`config.mk`:
```
export PLATFORM = sky130hd
export DESIGN_NAME = pipeline_control
export DESIGN_NICKNAME = d
export VERILOG_FILES = /design/src/rtl/pipeline_ctrl_pkg.sv /design/src/rtl/fetch_handshake_fsm.sv /design/src/rtl/pipeline_control.sv
export SDC_FILE = /design/constraint.sdc
export NUM_CORES = 1
export LEC_CHECK = 0
export CAP_MARGIN = 20
export CORE_AREA = 10 10 47 49
export CTS_CLUSTER_DIAMETER = 80
export DETAILED_ROUTE_END_ITERATION = 7
export DIE_AREA = 0 0 57 59
export MAX_ROUTING_LAYER = met4
export PLACE_DENSITY = 0.61
export REMOVE_ABC_BUFFERS = 1
export SLEW_MARGIN = 30
export SYNTH_ARGS = -nofsm -noshare
export SYNTH_HDL_FRONTEND = slang
export SYNTH_SLANG_ARGS = --single-unit
```
`constraint.sdc`:
```
create_clock -name clk -period 1.4 [get_ports clk]
set_input_delay 0.35 -clock clk [delete_from_list [all_inputs] [get_ports clk]]
set_output_delay 0.35 -clock clk [all_outputs]
set_load 0.02 [all_outputs]
```
`src/rtl/pipeline_ctrl_pkg.sv`:
```
// Shared types and constants for the pipeline control block.
package pipeline_ctrl_pkg;

  localparam int unsigned DefaultResetFlushCycles = 2;

  typedef enum logic [1:0] {
    StInit,
    StIdle,
    StWait,
    StKill
  } fetch_state_t;

  typedef struct packed {
    logic if_id_en;
    logic id_exe_en;
    logic exe_mem_en;
    logic mem_wb_en;
    logic if_id_flush;
    logic id_exe_flush;
    logic exe_mem_flush;
    logic mem_wb_flush;
  } pipe_ctrl_t;

  localparam pipe_ctrl_t CtrlInit = '{
    if_id_flush: 1'b1, id_exe_flush: 1'b1, exe_mem_flush: 1'b1, mem_wb_flush: 1'b1,
    default: 1'b0
  };

endpackage

```
`src/rtl/fetch_handshake_fsm.sv`:
```
// Fetch state register, post-reset flush counter, stale-response kill tracking and the
// imem request/response handshake.
module fetch_handshake_fsm
  import pipeline_ctrl_pkg::*;
#(
  parameter int unsigned RESET_FLUSH_CYCLES = DefaultResetFlushCycles
) (
  input  logic         clk,
  input  logic         reset,
  input  logic         freeze,
  input  logic         redirect,
  input  logic         stall,
  input  logic         imem_req_ready,
  input  logic         imem_rvalid,
  output fetch_state_t state,
  output logic         imem_req_valid,
  output logic         imem_rready
);

  localparam int unsigned CntW = (RESET_FLUSH_CYCLES > 1) ? $clog2(RESET_FLUSH_CYCLES) : 1;
  localparam logic [CntW-1:0] CntInit = CntW'(RESET_FLUSH_CYCLES - 1);

  fetch_state_t    state_q;
  logic [CntW-1:0] cnt_q;
  logic            active;
  logic            pending;

  assign state   = state_q;
  assign active  = (state_q != StInit) && !freeze;
  assign pending = (state_q == StWait) || (state_q == StKill);

  // A redirect still drains a pending response so it can be discarded this cycle.
  always_comb begin
    imem_rready    = active && pending && (redirect || !stall);
    imem_req_valid = active && !redirect && !stall &&
                     ((state_q == StIdle) || ((state_q == StWait) && imem_rvalid));
  end

  always_ff @(posedge clk or posedge reset) begin
    if (reset) begin
      state_q <= StInit;
      cnt_q   <= CntInit;
    end else if (state_q == StInit) begin
      if (cnt_q == '0) begin
        state_q <= StIdle;
      end else begin
        cnt_q <= cnt_q - CntW'(1);
      end
    end else if (active && (redirect || !stall)) begin
      unique case (state_q)
        StIdle: begin
          if (!redirect && imem_req_ready) state_q <= StWait;
        end
        StWait: begin
          if (redirect) begin
            state_q <= imem_rvalid ? StIdle : StKill;
          end else if (imem_rvalid && !imem_req_ready) begin
            state_q <= StIdle;
          end
        end
        StKill: begin
          if (imem_rvalid) state_q <= StIdle;
        end
        default: state_q <= StInit;
      endcase
    end
  end

endmodule

```
`src/rtl/pipeline_control.sv`:
```
// Priority decode of freeze/redirect/load-hazard into pipeline enables and flushes.
// Optional performance counters are built when PIPE_PERF_CNT_EN is defined.
module pipeline_control
  import pipeline_ctrl_pkg::*;
#(
  parameter int unsigned RESET_FLUSH_CYCLES = DefaultResetFlushCycles,
  parameter int unsigned CNT_W              = 32
) (
  input  logic             clk,
  input  logic             reset,
  input  logic             load_hazard,
  input  logic             branch_hazard,
  input  logic             trap_req,
  input  logic             dmem_busy,
  output logic             imem_req_valid,
  input  logic             imem_req_ready,
  input  logic             imem_rvalid,
  output logic             imem_rready,
  output logic             pc_en,
  output logic             if_id_en,
  output logic             id_exe_en,
  output logic             exe_mem_en,
  output logic             mem_wb_en,
  output logic             if_id_flush,
  output logic             id_exe_flush,
  output logic             exe_mem_flush,
  output logic             mem_wb_flush
`ifdef PIPE_PERF_CNT_EN
  ,
  output logic [CNT_W-1:0] stall_cycles,
  output logic [CNT_W-1:0] redirect_count,
  output logic [CNT_W-1:0] killed_fetches
`endif
);

  if (RESET_FLUSH_CYCLES < 1 || CNT_W < 1) begin : g_bad_param
    $error("pipeline_control: RESET_FLUSH_CYCLES and CNT_W must be >= 1");
  end

  fetch_state_t state;
  pipe_ctrl_t   ctrl;
  logic         redirect;
  logic         resp_take;

  assign redirect  = branch_hazard | trap_req;
  assign resp_take = (state == StWait) && imem_rvalid;

  fetch_handshake_fsm #(
    .RESET_FLUSH_CYCLES(RESET_FLUSH_CYCLES)
  ) u_fetch_fsm (
    .clk           (clk),
    .reset         (reset),
    .freeze        (dmem_busy),
    .redirect      (redirect),
    .stall         (load_hazard),
    .imem_req_ready(imem_req_ready),
    .imem_rvalid   (imem_rvalid),
    .state         (state),
    .imem_req_valid(imem_req_valid),
    .imem_rready   (imem_rready)
  );

  always_comb begin
    ctrl  = '0;
    pc_en = 1'b0;
    if (state == StInit) begin
      ctrl = CtrlInit;
    end else if (dmem_busy) begin
      ctrl = '0;
    end else if (redirect) begin
      pc_en              = 1'b1;
      ctrl.if_id_flush   = 1'b1;
      ctrl.id_exe_flush  = 1'b1;
      ctrl.exe_mem_flush = 1'b1;
      ctrl.mem_wb_en     = 1'b1;
      ctrl.mem_wb_flush  = trap_req;
    end else if (load_hazard) begin
      ctrl.id_exe_flush = 1'b1;
      ctrl.exe_mem_en   = 1'b1;
      ctrl.mem_wb_en    = 1'b1;
    end else begin
      ctrl.id_exe_en   = 1'b1;
      ctrl.exe_mem_en  = 1'b1;
      ctrl.mem_wb_en   = 1'b1;
      ctrl.if_id_en    = resp_take;
      ctrl.if_id_flush = !resp_take;
      pc_en            = imem_req_valid && imem_req_ready;
    end
  end

  assign if_id_en      = ctrl.if_id_en;
  assign id_exe_en     = ctrl.id_exe_en;
  assign exe_mem_en    = ctrl.exe_mem_en;
  assign mem_wb_en     = ctrl.mem_wb_en;
  assign if_id_flush   = ctrl.if_id_flush;
  assign id_exe_flush  = ctrl.id_exe_flush;
  assign exe_mem_flush = ctrl.exe_mem_flush;
  assign mem_wb_flush  = ctrl.mem_wb_flush;

`ifdef PIPE_PERF_CNT_EN
  logic active;
  logic killed;

  assign active = (state != StInit);
  // imem_rready is already low in INIT and on freeze, so no extra gating is needed.
  assign killed = imem_rvalid && imem_rready && (redirect || (state == StKill));

  always_ff @(posedge clk or posedge reset) begin
    if (reset) begin
      stall_cycles   <= '0;
      redirect_count <= '0;
      killed_fetches <= '0;
    end else begin
      if (active && (dmem_busy || (load_hazard && !redirect))) begin
        stall_cycles <= stall_cycles + CNT_W'(1);
      end
      if (active && !dmem_busy && redirect) begin
        redirect_count <= redirect_count + CNT_W'(1);
      end
      if (killed) begin
        killed_fetches <= killed_fetches + CNT_W'(1);
      end
    end
  end
`endif

endmodule

```
==> results.yml, run 1 <==
run_status:
  status: "complete, but fails checks"
  violations: "negative setup slack"
power:
  p_leak_nw: 0.353
  finalPower_mw: 0.496
  irDropWorstVdd_mv: 0.325
  power_density_mw_per_mm2: 651
drt:
  drtIter0Drc: 4
  viasPerCell: 4.57
  wl_um: 1330
  firstDrtPassIters: 4
  via_count: 452
  drtAntennaViolNets: 0
  drc: 0
  wl_per_cell_um: 13.5
synth:
  synth_commonest_cells: "inv_1, nor2b_1, nor2_1, o22ai_1, a21oi_1"
  synthAdderAreaFrac_pct: 0
  synth_top_family_by_area: "compound AO/OA/AOI/OAI gates"
  yosys.area_share.xor_xnor_pct: 0
  synthMuxAreaShare_pct: 0
  synth_compound_gate_area_share_pct: 31.0
  synth-edff-count: 0
  avgSynthCellArea_um2: 7.33
  synth.distinct_cells: 21
  ys_warn_count: 0
  yosys.area.top_type: "dfrtp_1"
  synthCells: 43
  synthFlopType: "dfrtp_1"
  syn-cell-area_um2: 315
  ys_async_sr_fraction_pct: 100
  synth-simple-area-share_pct: 30.6
  ys_seq_area_share_pct: 24.2
  yosysMostFrequentCell: "inv_1"
  synth_seq_cells: 3
  netlist.area_leader.share_pct: 15.9
  synth_area_leaders: "dfrtp_1, nor2b_1, dfstp_2, o22ai_1, buf_6"
final_layout:
  area_delta_synth_final_pct: 142
  drive_gt1_share_pct: 69.9
  final_area_um2: 762
  diodes: 0
  fill_cells: 140
  final_cells: 99
  nNetsFinal: 92
floorplan:
  ios: 19
  rows: 14
  start_util_pct: 22.5
  chipWidth_um: 57
  die_h_um: 59
  fp.dieArea_mm2: 0.00336
  core_area_mm2: 0.00140
critical_path:
  worstReg2RegStart: "u_fetch_fsm.state[0]$_DFFE_PP0P_"
  crit_path_end_kind: "primary output"
  crit_path_start_kind: "flip-flop"
  crit_arrival_ps: 1250
  required_ps: 1050
  path_max_fanout: 7
  crit_start: "u_fetch_fsm.state[1]$_DFFE_PP0P_"
  path_class: "flip-flop to primary output"
sta:
  worst_pin_slew_ps: 221
  rsz0062_at_grt: "yes"
  drv_slew: 0
  setup_slack_ps: -202
  fin_crit_sh_pct: 114
  max_slew_margin_pct: 85.3
  period_needed_ps: 1600
  hold_viol: 0
  max_clock_freq_mhz: 624
  clock_skew_ps: 4.63
  setup_viol: 11
placed_design:
  port_buffers: 18
  placed_cell_area_um2: 613
  dp.cells: 91
  gp_congestion: 0.822
  place_ws_ps: -1020
  dpl.hpwl_um: 986
hold_path:
  hp-class: "input port to async pin"
cts:
  h-tree-depth: 1
  cts_tree: "built"
  clock_sink_count: 3
  hold_buffers: 0
  cts_buffers: 3
  cts_root_buffer: "clkbuf_4"
  clk_pin_slew_ps: 30
  clock_latency_ps: 230
  clockBufferDepth: 2
grt:
  antenna_found_initial: 0
  grt_pass1_wl_um: 2130
  grt-ovfl-total: 0
  grt_pass1_vias: 499
  grt_max_degree: 9
  track_usage_pct: 8.01
job:
  drv_cap: 0
report_power, final:
part,leakage [nW],internal (mW),switching [mW],total [mW]
clock network,0.0150,0.107,0.0433,0.150
logic,0.308,0.130,0.109,0.239
registers,0.0307,0.0933,0.0138,0.107
final timing paths:
kind	endpoint	slack (ps)	cells past startpoint
worst max-delay path	if_id_flush	-200	4
worst min-delay path	u_fetch_fsm.state[1]$_DFFE_PP0P_	290	2
worst max register to register	u_fetch_fsm.state[0]$_DFFE_PP0P_	40	3
worst min register to register	u_fetch_fsm.cnt_q$_DFFE_PP1P_	480	1
max in group asynchronous	u_fetch_fsm.cnt_q$_DFFE_PP1P_	910	2
min in group clk	u_fetch_fsm.cnt_q$_DFFE_PP1P_	480	1
cell type report:
class / count / area (um^2) / area share, %
tap: 16 / 20.0 / 2.63
inverter: 6 / 25.0 / 3.28
timing repair buffer: 38 / 318 / 41.7
multi-input combinational: 32 / 294 / 38.6
clock buffer: 4 / 26.3 / 3.45
sequential: 3 / 78.8 / 10.3
critical path, stage by stage (launching register included):
cell     delay, ps
dfrtp_2        460
buf_6          140
buf_6          120
o22ai_2        170
buf_6          140
timing repair:
action / 4_1_cts / 5_1_grt
hold endpoints to repair: 0 / 0
endpoints found under the setup margin: 13 / 12
pin swaps: 6 / 6
setup buffers: 3 / 1
gates resized for setup: 88 / 22
cells by family (layout without fill, tap and decap cells):
| family | Yosys count | after routing |
|---|---|---|
| compound gates | 15 | 15 |
| buf+inv | 8 | 48 |
| flops | 3 | 3 |
| simple gates | 17 | 17 |
per-layer routing:
layer	up-vias	track usage (%)	part of all wire (%)
met5	-	-	0
met4	0	3.02	0.45
met3	2	3.22	7.9
met2	10	13.5	52
met1	206	8.23	40
li1	234	-	-
registers in the layout (all words and copies together) (netlist names):
| name | cells |
|---|---|
| u_fetch_fsm.state | 2 |
| u_fetch_fsm.cnt_q | 1 |
per-stage QoR:
| step | hold WS (ps) | util [%] | TNS, ps |
|---|---|---|---|
| 3_3_place_gp | 475 | 43.8 | -10770 |
| 2_1_floorplan | 103 | - | -737 |
| 4_1_cts | 286 | 47.1 | -1980 |
| 3_5_place_dp | 481 | 43.8 | -10810 |
| 5_1_grt | 294 | 54.4 | -2360 |
| 6_report | 290 | 54.4 | -1740 |
placed cells by master (no fill, tap or decap), drive strengths merged, types with 2 or more instances in the layout:
cell type / Yosys / layout
o21ai: 2 / 2
dfrtp: 2 / 2
o22ai: 4 / 4
clkbuf: 0 / 4
a21oi: 3 / 3
inv: 6 / 6
dlygate4sd2: 0 / 2
nor3: 2 / 2
nor2b: 5 / 5
buf: 2 / 35
o211ai: 2 / 2
nor2: 4 / 4
(Power assumes the default switching activity.)
==> inputs of run 2 (changes only) <==
CTS_BUF_LIST = sky130_fd_sc_hd__clkbuf_2   (was default)
==> run 2 against run 1 <==
Compared with the run above: the run still ends with negative setup slack left; first-iteration DRC count unchanged; global-route usage hardly changed; largest power group unchanged; routed wire length increased by 1.7%; count of clock-buffer cells in the layout is the same.
==> results.yml, run 2 (same netlist as run 1, synthesis figures left out) <==
run_status:
  status: "complete, but fails checks"
  violations: "negative setup slack"
final_layout:
  final_common_cell: "buf_4"
  final_area_um2: 758
  largest_reg_flops: 2
  nNetsFinal: 92
  final_core_util_pct: 54.1
  fill_cells: 140
  final_cell_mix: "buf_4, buf_6, inv_1"
  drive_gt1_share_pct: 72.3
  diodes: 0
  area_delta_synth_final_pct: 140
grt:
  grt_pass1_wl_um: 2130
  antenna_found_initial: 0
  grt_util_met3_pct: 3.22
  top_usage_layer: "met2"
  grt_pass1_vias: 495
  grt_use_met2_pct: 13.3
  grt-ovfl-total: 0
  track_usage_pct: 7.97
  grtUsageMet1_pct: 8.23
  grt_max_degree: 9
placed_design:
  placed_cell_area_um2: 613
  port_buffers: 18
  place_ws_ps: -1020
  dpl.hpwl_um: 986
  gp_congestion: 0.822
cts:
  cts_tree: "built"
  cts_root_buffer: "clkbuf_2"
  clk_pin_slew_ps: 40
  clockBufferDepth: 2
  h-tree-depth: 1
  clock_latency_ps: 200
  cts_buffers: 3
  clock_sink_count: 3
  hold_buffers: 0
floorplan:
  fp.dieArea_mm2: 0.00336
  die_h_um: 59
  core_area_mm2: 0.00140
  start_util_pct: 22.5
  rows: 14
  chipWidth_um: 57
  ios: 19
power:
  p_sw_mw: 0.170
  swShare_pct: 36.0
  finalPower_mw: 0.471
  p_int_mw: 0.301
  p_leak_nw: 0.354
  pwr-share-seq_pct: 22.7
  combPwrFrac_pct: 51.6
  clkPwrFrac_pct: 25.7
  irDropWorstVdd_mv: 0.312
  power_density_mw_per_mm2: 621
sta:
  setup_viol: 12
  max_slew_margin_pct: 85.3
  drv_slew: 0
  hold_viol: 0
  setup_slack_ps: -190
  worst_pin_slew_ps: 221
  max_clock_freq_mhz: 629
  fin_crit_sh_pct: 114
  clock_skew_ps: 3.87
  fin_tns_setup_ps: -1590
  period_needed_ps: 1590
  rsz0062_at_grt: "yes"
job:
  drv_cap: 0
critical_path:
  required_ps: 1050
  rr_worst_depth: 3
  r2r_end: "u_fetch_fsm.state[0]$_DFFE_PP0P_"
  crit_path_start_kind: "input port"
  ff2ff_setup_slack_ps: 40
  crit_path_end_kind: "primary output"
  crit_start: "trap_req"
  worstReg2RegStart: "u_fetch_fsm.state[0]$_DFFE_PP0P_"
  path_class: "input port to primary output"
  crit_arrival_ps: 1240
  critPathCapture: "imem_req_valid"
  path_max_fanout: 3
drt:
  firstDrtPassIters: 4
  drtAntennaViolNets: 0
  drc: 0
  drtIter0Drc: 4
  viasPerCell: 4.61
  wl_um: 1360
  via_count: 456
  wl_per_cell_um: 13.7
hold_path:
  hp-class: "input port to async pin"
-- run 2: cell count changes in the layout (fill, tap and decap cells not counted) --
cell | before | now
buf_6 | 10 | 11
or3_4 | 0 | 1
clkbuf_2 | 0 | 4
nor3_4 | 1 | 0
clkbuf_4 | 3 | 0
nor3_2 | 1 | 2
clkbuf_1 | 1 | 0
buf_4 | 21 | 20
or3_1 | 1 | 0
-- run 2: area by class of cell --
cell class,instances,area [um^2],share of cell area [%]
multi-input combinational,32,293,38.6
clock buffer,4,20.0,2.64
sequential,3,78.8,10.4
tap,16,20.0,2.64
timing repair buffer,38,322,42.4
inverter,6,25.0,3.30
-- run 2: power groups by stage --
stage / clock [mW] / sequential, mW / combinational [mW]
after global routing: 0.134 / 0.108 / 0.261
after CTS: 0.129 / 0.107 / 0.189
after global placement: 0 / 0.104 / 0.182
after floorplan: 0 / 0.104 / 0.0627
after detailed placement: 0 / 0.104 / 0.183
final: 0.121 / 0.107 / 0.243
-- run 2: per-stage QoR --
| step | instances | hold WS, ps |
|---|---|---|
| after floorplan | 41 | 103 |
| after global placement | 91 | 475 |
| after detailed placement | 91 | 481 |
| after CTS | 98 | 304 |
| after global routing | 99 | 312 |
| final | 99 | 316 |
-- run 2: worst max-delay path, stage by stage --
cell	delay, ps
buf_6	90
or4_4	540
a21oi_2	110
buf_4	150
-- run 2: how the worst min path moves through the flow --
stage | depth (start not counted) | end | slack [ps] | start
2_1_floorplan | 1 | u_fetch_fsm.state[0]$_DFFE_PP0P_ | 100 | reset
3_3_place_gp | 1 | u_fetch_fsm.cnt_q$_DFFE_PP1P_ | 470 | u_fetch_fsm.cnt_q$_DFFE_PP1P_
3_5_place_dp | 1 | u_fetch_fsm.cnt_q$_DFFE_PP1P_ | 480 | u_fetch_fsm.cnt_q$_DFFE_PP1P_
4_1_cts | 2 | u_fetch_fsm.state[1]$_DFFE_PP0P_ | 300 | reset
5_1_grt | 2 | u_fetch_fsm.state[0]$_DFFE_PP0P_ | 310 | reset
6_report | 2 | u_fetch_fsm.state[0]$_DFFE_PP0P_ | 320 | reset
-- run 2: per-layer routing --
layer / wire length, um / share of wire (%)
met1: 542 / 40
met5: 0 / 0
met3: 106 / 7.8
met4: 6 / 0.44
met2: 702 / 52
-- run 2: repair_timing --
action,CTS,global route
gates resized for setup,89,22
pin swaps,6,7
endpoints found under the setup margin,13,12
setup buffers,3,1
cloned,0,0
==> inputs of run 3 (changes only) <==
CAP_MARGIN = default   (was 20)
==> results of run 3 <==
Final layout, timing and power as in run 2 (identical DEF).
